**src/rtl/alu_issue_stage_if.sv**
```systemverilog
// rtl/alu_issue_stage_if.sv - instruction-in and ALU-out handshake bundle for the issue stage
interface alu_issue_stage_if #(
  parameter int DATA_WIDTH = 32
);
  logic                  in_valid;
  logic                  in_ready;
  logic [5:0]            in_opcode;
  logic [5:0]            in_funct;
  logic [DATA_WIDTH-1:0] in_rs_val;
  logic [DATA_WIDTH-1:0] in_rt_val;
  logic [15:0]           in_imm;
  logic                  out_valid;
  logic                  out_ready;
  logic [DATA_WIDTH-1:0] A;
  logic [DATA_WIDTH-1:0] B;
  logic [2:0]            ALUop;

  // master: decode front-end plus ALU consumer; slave: the issue stage itself
  modport master (
    output in_valid, in_opcode, in_funct, in_rs_val, in_rt_val, in_imm, out_ready,
    input  in_ready, out_valid, A, B, ALUop
  );

  modport slave (
    input  in_valid, in_opcode, in_funct, in_rs_val, in_rt_val, in_imm, out_ready,
    output in_ready, out_valid, A, B, ALUop
  );
endinterface

```
**src/rtl/alu_issue_stage.sv**
```systemverilog
// rtl/alu_issue_stage.sv - MIPS op decode and operand formation into a 2-entry registered skid buffer
module alu_issue_stage #(
  parameter int DATA_WIDTH = 32,
  parameter int CNT_WIDTH  = 16
) (
  input  logic                 clk,
  input  logic                 resetn,
  alu_issue_stage_if.slave     bus,
  output logic                 illegal,
  output logic [CNT_WIDTH-1:0] issued_cnt,
  output logic [CNT_WIDTH-1:0] illegal_cnt
);

  localparam logic [2:0] ALU_AND = 3'b000;
  localparam logic [2:0] ALU_OR  = 3'b001;
  localparam logic [2:0] ALU_ADD = 3'b010;
  localparam logic [2:0] ALU_SUB = 3'b110;
  localparam logic [2:0] ALU_SLT = 3'b111;

  typedef enum logic [1:0] {EMPTY, ONE, FULL} state_t;

  state_t                state, state_next;
  logic                  in_ready_q;
  logic                  dec_legal;
  logic [2:0]            dec_op;
  logic [DATA_WIDTH-1:0] dec_a, dec_b;
  logic [DATA_WIDTH-1:0] imm_se, imm_ze, imm_lui;
  logic [DATA_WIDTH-1:0] or_a, or_b, sk_a, sk_b;
  logic [2:0]            or_op, sk_op;
  logic                  in_fire, out_fire, legal_fire, illegal_fire;
  logic                  load_or_in, load_or_sk, load_sk;

  assign imm_se  = {{(DATA_WIDTH-16){bus.in_imm[15]}}, bus.in_imm};
  assign imm_ze  = {{(DATA_WIDTH-16){1'b0}}, bus.in_imm};
  assign imm_lui = imm_ze << 16;

  always_comb begin
    dec_legal = 1'b1;
    dec_op    = ALU_ADD;
    dec_a     = bus.in_rs_val;
    dec_b     = bus.in_rt_val;
    case (bus.in_opcode)
      6'h00: begin
        case (bus.in_funct)
          6'h20, 6'h21: dec_op = ALU_ADD;
          6'h22, 6'h23: dec_op = ALU_SUB;
          6'h24:        dec_op = ALU_AND;
          6'h25:        dec_op = ALU_OR;
          6'h2A:        dec_op = ALU_SLT;
          default:      dec_legal = 1'b0;
        endcase
      end
      6'h08, 6'h09, 6'h23, 6'h2B: begin dec_op = ALU_ADD; dec_b = imm_se; end
      6'h0A:        begin dec_op = ALU_SLT; dec_b = imm_se; end
      6'h0C:        begin dec_op = ALU_AND; dec_b = imm_ze; end
      6'h0D:        begin dec_op = ALU_OR;  dec_b = imm_ze; end
      6'h04, 6'h05: dec_op = ALU_SUB;
      6'h0F:        begin dec_op = ALU_OR; dec_a = '0; dec_b = imm_lui; end
      default:      dec_legal = 1'b0;
    endcase
  end

  assign in_fire      = bus.in_valid & in_ready_q;
  assign out_fire     = bus.out_valid & bus.out_ready;
  assign legal_fire   = in_fire & dec_legal;
  assign illegal_fire = in_fire & ~dec_legal;

  always_ff @(posedge clk or negedge resetn) begin
    if (!resetn) state <= EMPTY;
    else         state <= state_next;
  end

  always_comb begin
    state_next = state;
    load_or_in = 1'b0;
    load_or_sk = 1'b0;
    load_sk    = 1'b0;
    case (state)
      EMPTY: if (legal_fire) begin load_or_in = 1'b1; state_next = ONE; end
      ONE: begin
        if (legal_fire && out_fire)  load_or_in = 1'b1;
        else if (legal_fire) begin load_sk = 1'b1; state_next = FULL; end
        else if (out_fire)   state_next = EMPTY;
      end
      FULL: if (out_fire) begin load_or_sk = 1'b1; state_next = ONE; end
      default: state_next = EMPTY;
    endcase
  end

  // in_ready is a flop so upstream never sees a combinational path from out_ready
  always_ff @(posedge clk or negedge resetn) begin
    if (!resetn) in_ready_q <= 1'b1;
    else         in_ready_q <= (state_next != FULL);
  end

  always_ff @(posedge clk or negedge resetn) begin
    if (!resetn) begin
      or_a  <= '0;
      or_b  <= '0;
      or_op <= ALU_AND;
      sk_a  <= '0;
      sk_b  <= '0;
      sk_op <= ALU_AND;
    end else begin
      if (load_or_in) begin
        or_a  <= dec_a;
        or_b  <= dec_b;
        or_op <= dec_op;
      end else if (load_or_sk) begin
        or_a  <= sk_a;
        or_b  <= sk_b;
        or_op <= sk_op;
      end
      if (load_sk) begin
        sk_a  <= dec_a;
        sk_b  <= dec_b;
        sk_op <= dec_op;
      end
    end
  end

  always_ff @(posedge clk or negedge resetn) begin
    if (!resetn) begin
      illegal     <= 1'b0;
      issued_cnt  <= '0;
      illegal_cnt <= '0;
    end else begin
      illegal <= illegal_fire;
      if (out_fire) issued_cnt <= issued_cnt + 1'b1;
      if (illegal_fire && (illegal_cnt != {CNT_WIDTH{1'b1}})) illegal_cnt <= illegal_cnt + 1'b1;
    end
  end

  assign bus.in_ready  = in_ready_q;
  assign bus.out_valid = (state != EMPTY);
  assign bus.A         = or_a;
  assign bus.B         = or_b;
  assign bus.ALUop     = or_op;

endmodule

```
**src/flat_wrapper.sv**
```systemverilog
// flat-port wrapper written by rule: the top's interface ports become plain ports
module alu_issue_stage_flat 
#(
  parameter int DATA_WIDTH = 32,
  parameter int CNT_WIDTH  = 16
)
  (clk, resetn, illegal, issued_cnt, illegal_cnt, bus_in_valid, bus_in_opcode, bus_in_funct, bus_in_rs_val, bus_in_rt_val, bus_in_imm, bus_out_ready, bus_in_ready, bus_out_valid, bus_A, bus_B, bus_ALUop);
  alu_issue_stage_if #(.DATA_WIDTH(DATA_WIDTH)) bus_i ();
  input  logic clk;
  input  logic resetn;
  output logic illegal;
  output logic [CNT_WIDTH-1:0] issued_cnt;
  output logic [CNT_WIDTH-1:0] illegal_cnt;
  input wire logic [$bits(bus_i.in_valid)-1:0] bus_in_valid;
  input wire logic [$bits(bus_i.in_opcode)-1:0] bus_in_opcode;
  input wire logic [$bits(bus_i.in_funct)-1:0] bus_in_funct;
  input wire logic [$bits(bus_i.in_rs_val)-1:0] bus_in_rs_val;
  input wire logic [$bits(bus_i.in_rt_val)-1:0] bus_in_rt_val;
  input wire logic [$bits(bus_i.in_imm)-1:0] bus_in_imm;
  input wire logic [$bits(bus_i.out_ready)-1:0] bus_out_ready;
  output wire logic [$bits(bus_i.in_ready)-1:0] bus_in_ready;
  output wire logic [$bits(bus_i.out_valid)-1:0] bus_out_valid;
  output wire logic [$bits(bus_i.A)-1:0] bus_A;
  output wire logic [$bits(bus_i.B)-1:0] bus_B;
  output wire logic [$bits(bus_i.ALUop)-1:0] bus_ALUop;
  assign bus_i.in_valid = bus_in_valid;
  assign bus_i.in_opcode = bus_in_opcode;
  assign bus_i.in_funct = bus_in_funct;
  assign bus_i.in_rs_val = bus_in_rs_val;
  assign bus_i.in_rt_val = bus_in_rt_val;
  assign bus_i.in_imm = bus_in_imm;
  assign bus_i.out_ready = bus_out_ready;
  assign bus_in_ready = bus_i.in_ready;
  assign bus_out_valid = bus_i.out_valid;
  assign bus_A = bus_i.A;
  assign bus_B = bus_i.B;
  assign bus_ALUop = bus_i.ALUop;
  alu_issue_stage #(.DATA_WIDTH(DATA_WIDTH), .CNT_WIDTH(CNT_WIDTH)) u_core (.clk(clk), .resetn(resetn), .bus(bus_i), .illegal(illegal), .issued_cnt(issued_cnt), .illegal_cnt(illegal_cnt));
endmodule
```
**config.mk**
```make
export PLATFORM = sky130hd
export DESIGN_NAME = alu_issue_stage_flat
export DESIGN_NICKNAME = d
export VERILOG_FILES = /design/src/rtl/alu_issue_stage_if.sv /design/src/rtl/alu_issue_stage.sv /design/src/flat_wrapper.sv
export SDC_FILE = /design/constraint.sdc
export NUM_CORES = 1
export LEC_CHECK = 0
export ABC_AREA = 0
export ABC_CLOCK_PERIOD_IN_PS = 2900
export CELL_PAD_IN_SITES_DETAIL_PLACEMENT = 1
export CELL_PAD_IN_SITES_GLOBAL_PLACEMENT = 1
export CORE_MARGIN = 1.5
export CORE_UTILIZATION = 39
export CTS_BUF_LIST = sky130_fd_sc_hd__clkbuf_4
export DETAILED_ROUTE_END_ITERATION = 12
export PLACE_DENSITY_LB_ADDON = 0.1
export SETUP_SLACK_MARGIN = 0.02
export SYNTH_ARGS = -nofsm -noshare
export SYNTH_HDL_FRONTEND = slang
export SYNTH_SLANG_ARGS = --single-unit
```
**constraint.sdc**
```tcl
create_clock -name clk -period 2.9 [get_ports clk]
set_clock_uncertainty 0.15 [all_clocks]
set_input_delay 0.435 -clock clk [delete_from_list [all_inputs] [get_ports clk]]
set_output_delay 0.435 -clock clk [all_outputs]
set_load 0.01 [all_outputs]
```
After elaboration in Yosys (flattened, before gate mapping):

Index checks and enable logic that the tools add are counted.

* bits in registers: 170
* input port bits: 96
* output and inout bits: 102
* word-level logic and storage cells: 77

* add/subtract/negate cells: 2
* equal/unequal tests: 21
* multiplexer cells: 25
* bitwise gates (word level): 5
* reductions and logical operators: 13

Operator list (number)
* 2-to-1 mux 32 bit: 5
* case mux 32 bit (3 select lines): 1
* == test 6 bit, second input constant: 9
* == test 6 x 4 -> 1 bit, second input constant: 6
* adder 16 x 1 -> 16 bit, second input constant: 2
* inequality test 16 bit, second input constant: 1
* case mux 3 bit (5 select lines): 1
* == test 6 x 3 -> 1 bit, second input constant: 2
* case mux 3 bit (4 select lines): 1
* 2-to-1 mux 2 bit: 5
* OR reduction 10 bit: 1
* OR reduction 2 bit: 4
* 2-to-1 mux 1 bit: 7
* OR reduction 7 bit: 1
* zero test 6 bit: 1
* 2-to-1 mux 3 bit: 2
* case mux 2 bit (3 select lines): 1
* OR reduction 5 bit: 1
* AND 1 bit: 4
* case mux 1 bit (2 select lines): 2
* nonzero test 2 bit: 2
* == test 2 x 1 -> 1 bit, second input constant: 1
* == test 2 bit, second input constant: 1
* logical AND 1 bit: 2
* 3 further kinds: 3

Longest topological paths before layout:

* depth in word-level cells: 9
* gate-level depth with buffers: 10
* depth with buffers taken out: 7

Least setup slack after synthesis:

No wires, ideal clock.

* path type: input to register
* start point: input bus_in_opcode[0]
* end point: register u_core.sk_b[16]
* setup time: 0.132 ns
* data arrival time: 2.061 ns
* required time: 2.618 ns
* setup slack: 0.557 ns
* cell stages on the path: 9
* buffers on the path: 4
* cells stage by stage: buf_6 nor4_4 o2111ai_1 or4_1 buf_2 nand2_4 buf_4 buf_4 a21oi_1

* longest elaborated chain between the ends: 7
* elaborated cells on any way between the ends: 21
* those cells by class: eq/ne (10); mux (5); bitwise (1); reduce/logical (5)

RTL lines
* start: declaration: line flat_wrapper.sv:15 `input wire logic [$bits(bus_i.in_opcode)-1:0] bus_in_opcode;`
* == test 6 x 3 -> 1 bit, or another cell as far along: line alu_issue_stage.sv:42 `case (bus.in_opcode)`
* OR reduction 10 bit (no line)
* case mux 1 bit (2 select lines): line alu_issue_stage.sv:42
* AND 1 bit: line alu_issue_stage.sv:65 `assign legal_fire = in_fire & dec_legal;`
* 2-to-1 mux 1 bit / logical AND 1 bit (equally long branches): line alu_issue_stage.sv:82, alu_issue_stage.sv:81
* 2-to-1 mux 1 bit: line alu_issue_stage.sv:81 `if (legal_fire && out_fire) load_or_in = 1'b1;`
* 2-to-1 mux 1 bit: line alu_issue_stage.sv:78 `case (state)`
* end signal: assignment: line alu_issue_stage.sv:102 `sk_b <= '0;`
* end signal: assignment: line alu_issue_stage.sv:116 `sk_b <= dec_b;`
* end: declaration: line alu_issue_stage.sv:28 `logic [DATA_WIDTH-1:0] or_a, or_b, sk_a, sk_b;`

Parallel ways exist; a longest one is shown, timed or not.
A chain may end at the register's enable or synchronous reset.

Worst setup path in the final report:

* start point: register u_core.state[1]
* end point: output bus_out_valid

* longest elaborated chain between the ends: 1

RTL lines
* start: declaration: line alu_issue_stage.sv:22 `state_t state, state_next;`
* start signal: assignment: line alu_issue_stage.sv:70 `else state <= state_next;`
* nonzero test 2 bit: line alu_issue_stage.sv:135 `assign bus.out_valid = (state != EMPTY);`
* end: declaration: line flat_wrapper.sv:22 `output wire logic [$bits(bus_i.out_valid)-1:0] bus_out_valid;`

No other way between the ends.

==> out/metrics.cfg <==
[critical_path]
crit_arrival_ns=1.90
cp_cell_sequence=or2_2, clkdlybuf4s50_1
crit_buf_inv=1
crit_fanout=6
slowest_stage=clkdlybuf4s50_1
crit_type=flip-flop to primary output
cp-start-kind=flip-flop
cp.required_ns=2.32
endpoint_kind=primary output
critPathTopFamily=buffers and inverters
slowest_delay_ns=0.51

[clock_network]
h-tree-depth=4
clock-sinks=170
cts-root-buf=clkbuf_4
clk_latency_ns=0.57
ctsResizeCount=0
path_clk_slew_ns=0.15
cts_made_buffers=17
cts_tree=yes
cts_max_path_buffers=2
post_cts_buffers=0

[route]
drt_iter0_drc=263
antenna_left=0
routedWlPerCell_um=19.6
post-route-drc-count=0
vias=6889
routed_wl_um=24200
detail_route.first_pass.iterations=4
vias_per_cell=5.57

[place]
numPortBuffers=197
dp_slack_ns=-0.123
place.gp.congestion=0.866
dpl-instance-area_um2=10400
dp_hpwl_um=17200
dp_cells=1204

[yosys]
ys_top_cells_by_area=dfrtp_1 54%, nand3_1 5.1%, a21oi_1 4.2%, a221o_1 4.2%, and3_1 3.2%
netlist_area_um2=7900
ys.flop_type=dfrtp_1
ys_ff_latch=170
syn_avg_cell_area_um2=10.4
ys_warn_count=0
synth-edff-count=0
synth.largest_area_cell=dfrtp_1
yosysMostFrequentCell=dfrtp_1
ys_seq_area_share_pct=53.9
synth.net_count=855
synth_cell_type_count=57
netlist.area_leader.share_pct=53.5
async_flop_share_pct=100
synthCells=757
synth_common_cells=169 x dfrtp_1, 80 x nand3_1, 67 x a21oi_1

[cells_and_area]
stdcell_count=1237
area_growth_pct=34.6
finish.instance_area_um2=10600
drive_gt1_share_pct=10.4
nets=1057

[sta]
fin_crit_sh_pct=85.6
setup_viol=0
slew_viol_final=0
fmax_ghz=0.403
rsz0062_at_grt=false
tightest_slew_ns=0.675
layout_setup_ws_ns=0.418
hold_viol=0
relSlewSlack_pct=55.0
min_period_ns=2.48

[global_routing]
grt_max_degree=71
antenna_found_initial=1
grt_pass1_wl_um=39500
grt.overflow.total=0
track_usage_pct=23.3
grt_pass1_vias=7581

[power_and_ir_drop]
p_leak_nw=4.71
power_mw=6.92
power_density_nw_per_um2=651
peakVddDrop_uv=285

[die]
die_w_um=145
num_io_pins=198
start_util_pct=40.2
num_rows=51
fp.dieH_um=145
core_area_um2=19700
dieArea_um2=21100

[run]
cap_violations=0

[worst_hold_path]
holdCritPathClass=primary input to flip-flop

[status]
status=complete, no violations

-- metal layers --
layer  GRT usage [%]  wire length (um)  up-vias
li1                -                 -     3170
met4            6.99               368        0
met1            28.4             10200     3513
met3            5.13              1120       32
met2            41.2             12500      174
met5               0                 0        -
-- cell families (layout without fill, tap and decap cells) --
logic type / after synthesis / in the layout / share of synthesized area, %
compound gates: 187 / 187 / 17.0
xor+xnor: 30 / 30 / 3.33
fa+ha+maj: 2 / 2 / 0.317
buf+inv: 68 / 282 / 4.62
flops: 170 / 170 / 53.9
mux: 7 / 7 / 0.966
other cells: 0 / 1 / 0
simple gates: 293 / 293 / 19.9
-- report_power, final --
group	leakage (nW)	switching [mW]	total, mW	internal [mW]
sequential	2.15	0.443	3.44	3.00
combinational	2.43	0.952	2.25	1.30
clock	0.124	0.876	1.23	0.352
total	4.71	2.27	6.92	4.65
-- stage by stage --
stage / hold slack [ns] / TNS, ns / util (%)
after detailed placement: 0.312 / -2.33 / 52.9
after global placement: 0.311 / 0 / 52.9
after global routing: 0.209 / 0 / 54.1
after CTS: 0.218 / 0 / 54.1
after floorplan: -0.0106 / 0 / -
final: 0.254 / 0 / 54.1
-- cell type report --
| class | count | area (um^2) |
|---|---|---|
| Fill cell | 2191 | 9020 |
| Sequential cell | 170 | 4260 |
| Multi-Input combinational cell | 519 | 3310 |
| Timing Repair Buffer | 244 | 2480 |
| Tap cell | 265 | 332 |
| Clock buffer | 18 | 135 |
| Clock inverter | 13 | 96.3 |
| Inverter | 7 | 26.3 |
| Antenna cell | 1 | 2.50 |
-- flip-flops by register name, indices dropped and copies added, names as in the netlist --
| signal | cells |
|---|---|
| u_core.bus.in_ready | 1 |
| u_core.bus.A | 32 |
| u_core.sk_a | 32 |
| u_core.sk_op | 3 |
| u_core.bus.ALUop | 3 |
| u_core.bus.B | 32 |
| u_core.illegal | 1 |
| u_core.issued_cnt | 16 |
| u_core.illegal_cnt | 16 |
| u_core.sk_b | 32 |
| u_core.state | 2 |
-- final timing paths --
path                                    endpoint  cells after the start                   from  slack, ns
max in group asynchronous    u_core.bus.in_ready                      3                 resetn       1.51
setup reg to reg           u_core.illegal_cnt[3]                      8  u_core.illegal_cnt[0]       0.55
setup / recovery                   bus_out_valid                      2        u_core.state[1]       0.42
hold reg to reg            u_core.issued_cnt[15]                      1  u_core.issued_cnt[15]       0.33
hold / removal                   u_core.sk_a[14]                      3      bus_in_rs_val[14]       0.25
min in group asynchronous  u_core.issued_cnt[13]                      2                 resetn       0.27
-- worst reg2reg max path, delay by kind of cell (launching register included) --
family,cells,cell delay [ns]
adder cells (fa/ha/maj),1,0.21
buffers and inverters,1,0.18
flip-flops,1,0.44
XOR/XNOR,1,0.14
AND/OR/NAND/NOR,5,1.12
-- cell usage in the layout (no fill, tap or decap), types with 4 or more instances in the layout --
cell / synthesis / final
clkdlybuf4s50_1: 0 / 196
dfrtp_1: 169 / 169
nand3_1: 80 / 79
a21oi_1: 67 / 67
nand2_1: 50 / 50
nor2_1: 45 / 44
and3_1: 40 / 40
and2_1: 36 / 36
buf_4: 9 / 34
a221o_1: 33 / 33
a211oi_1: 32 / 32
xnor2_1: 19 / 19
a22oi_1: 18 / 18
clkbuf_4: 0 / 18
a221oi_1: 16 / 16
buf_12: 0 / 12
xor2_1: 11 / 11
inv_1: 7 / 7
nand2b_1: 5 / 5
nor3_1: 5 / 5
mux2_2: 5 / 5
nor2b_1: 4 / 4
nor4_2: 4 / 4
-- timing repair --
item	in CTS	in global routing
setup endpoints to repair	0	0
endpoints found under the hold margin	67	0
hold buffers	1	0
No activity file was read; power rests on OpenSTA's default activity.
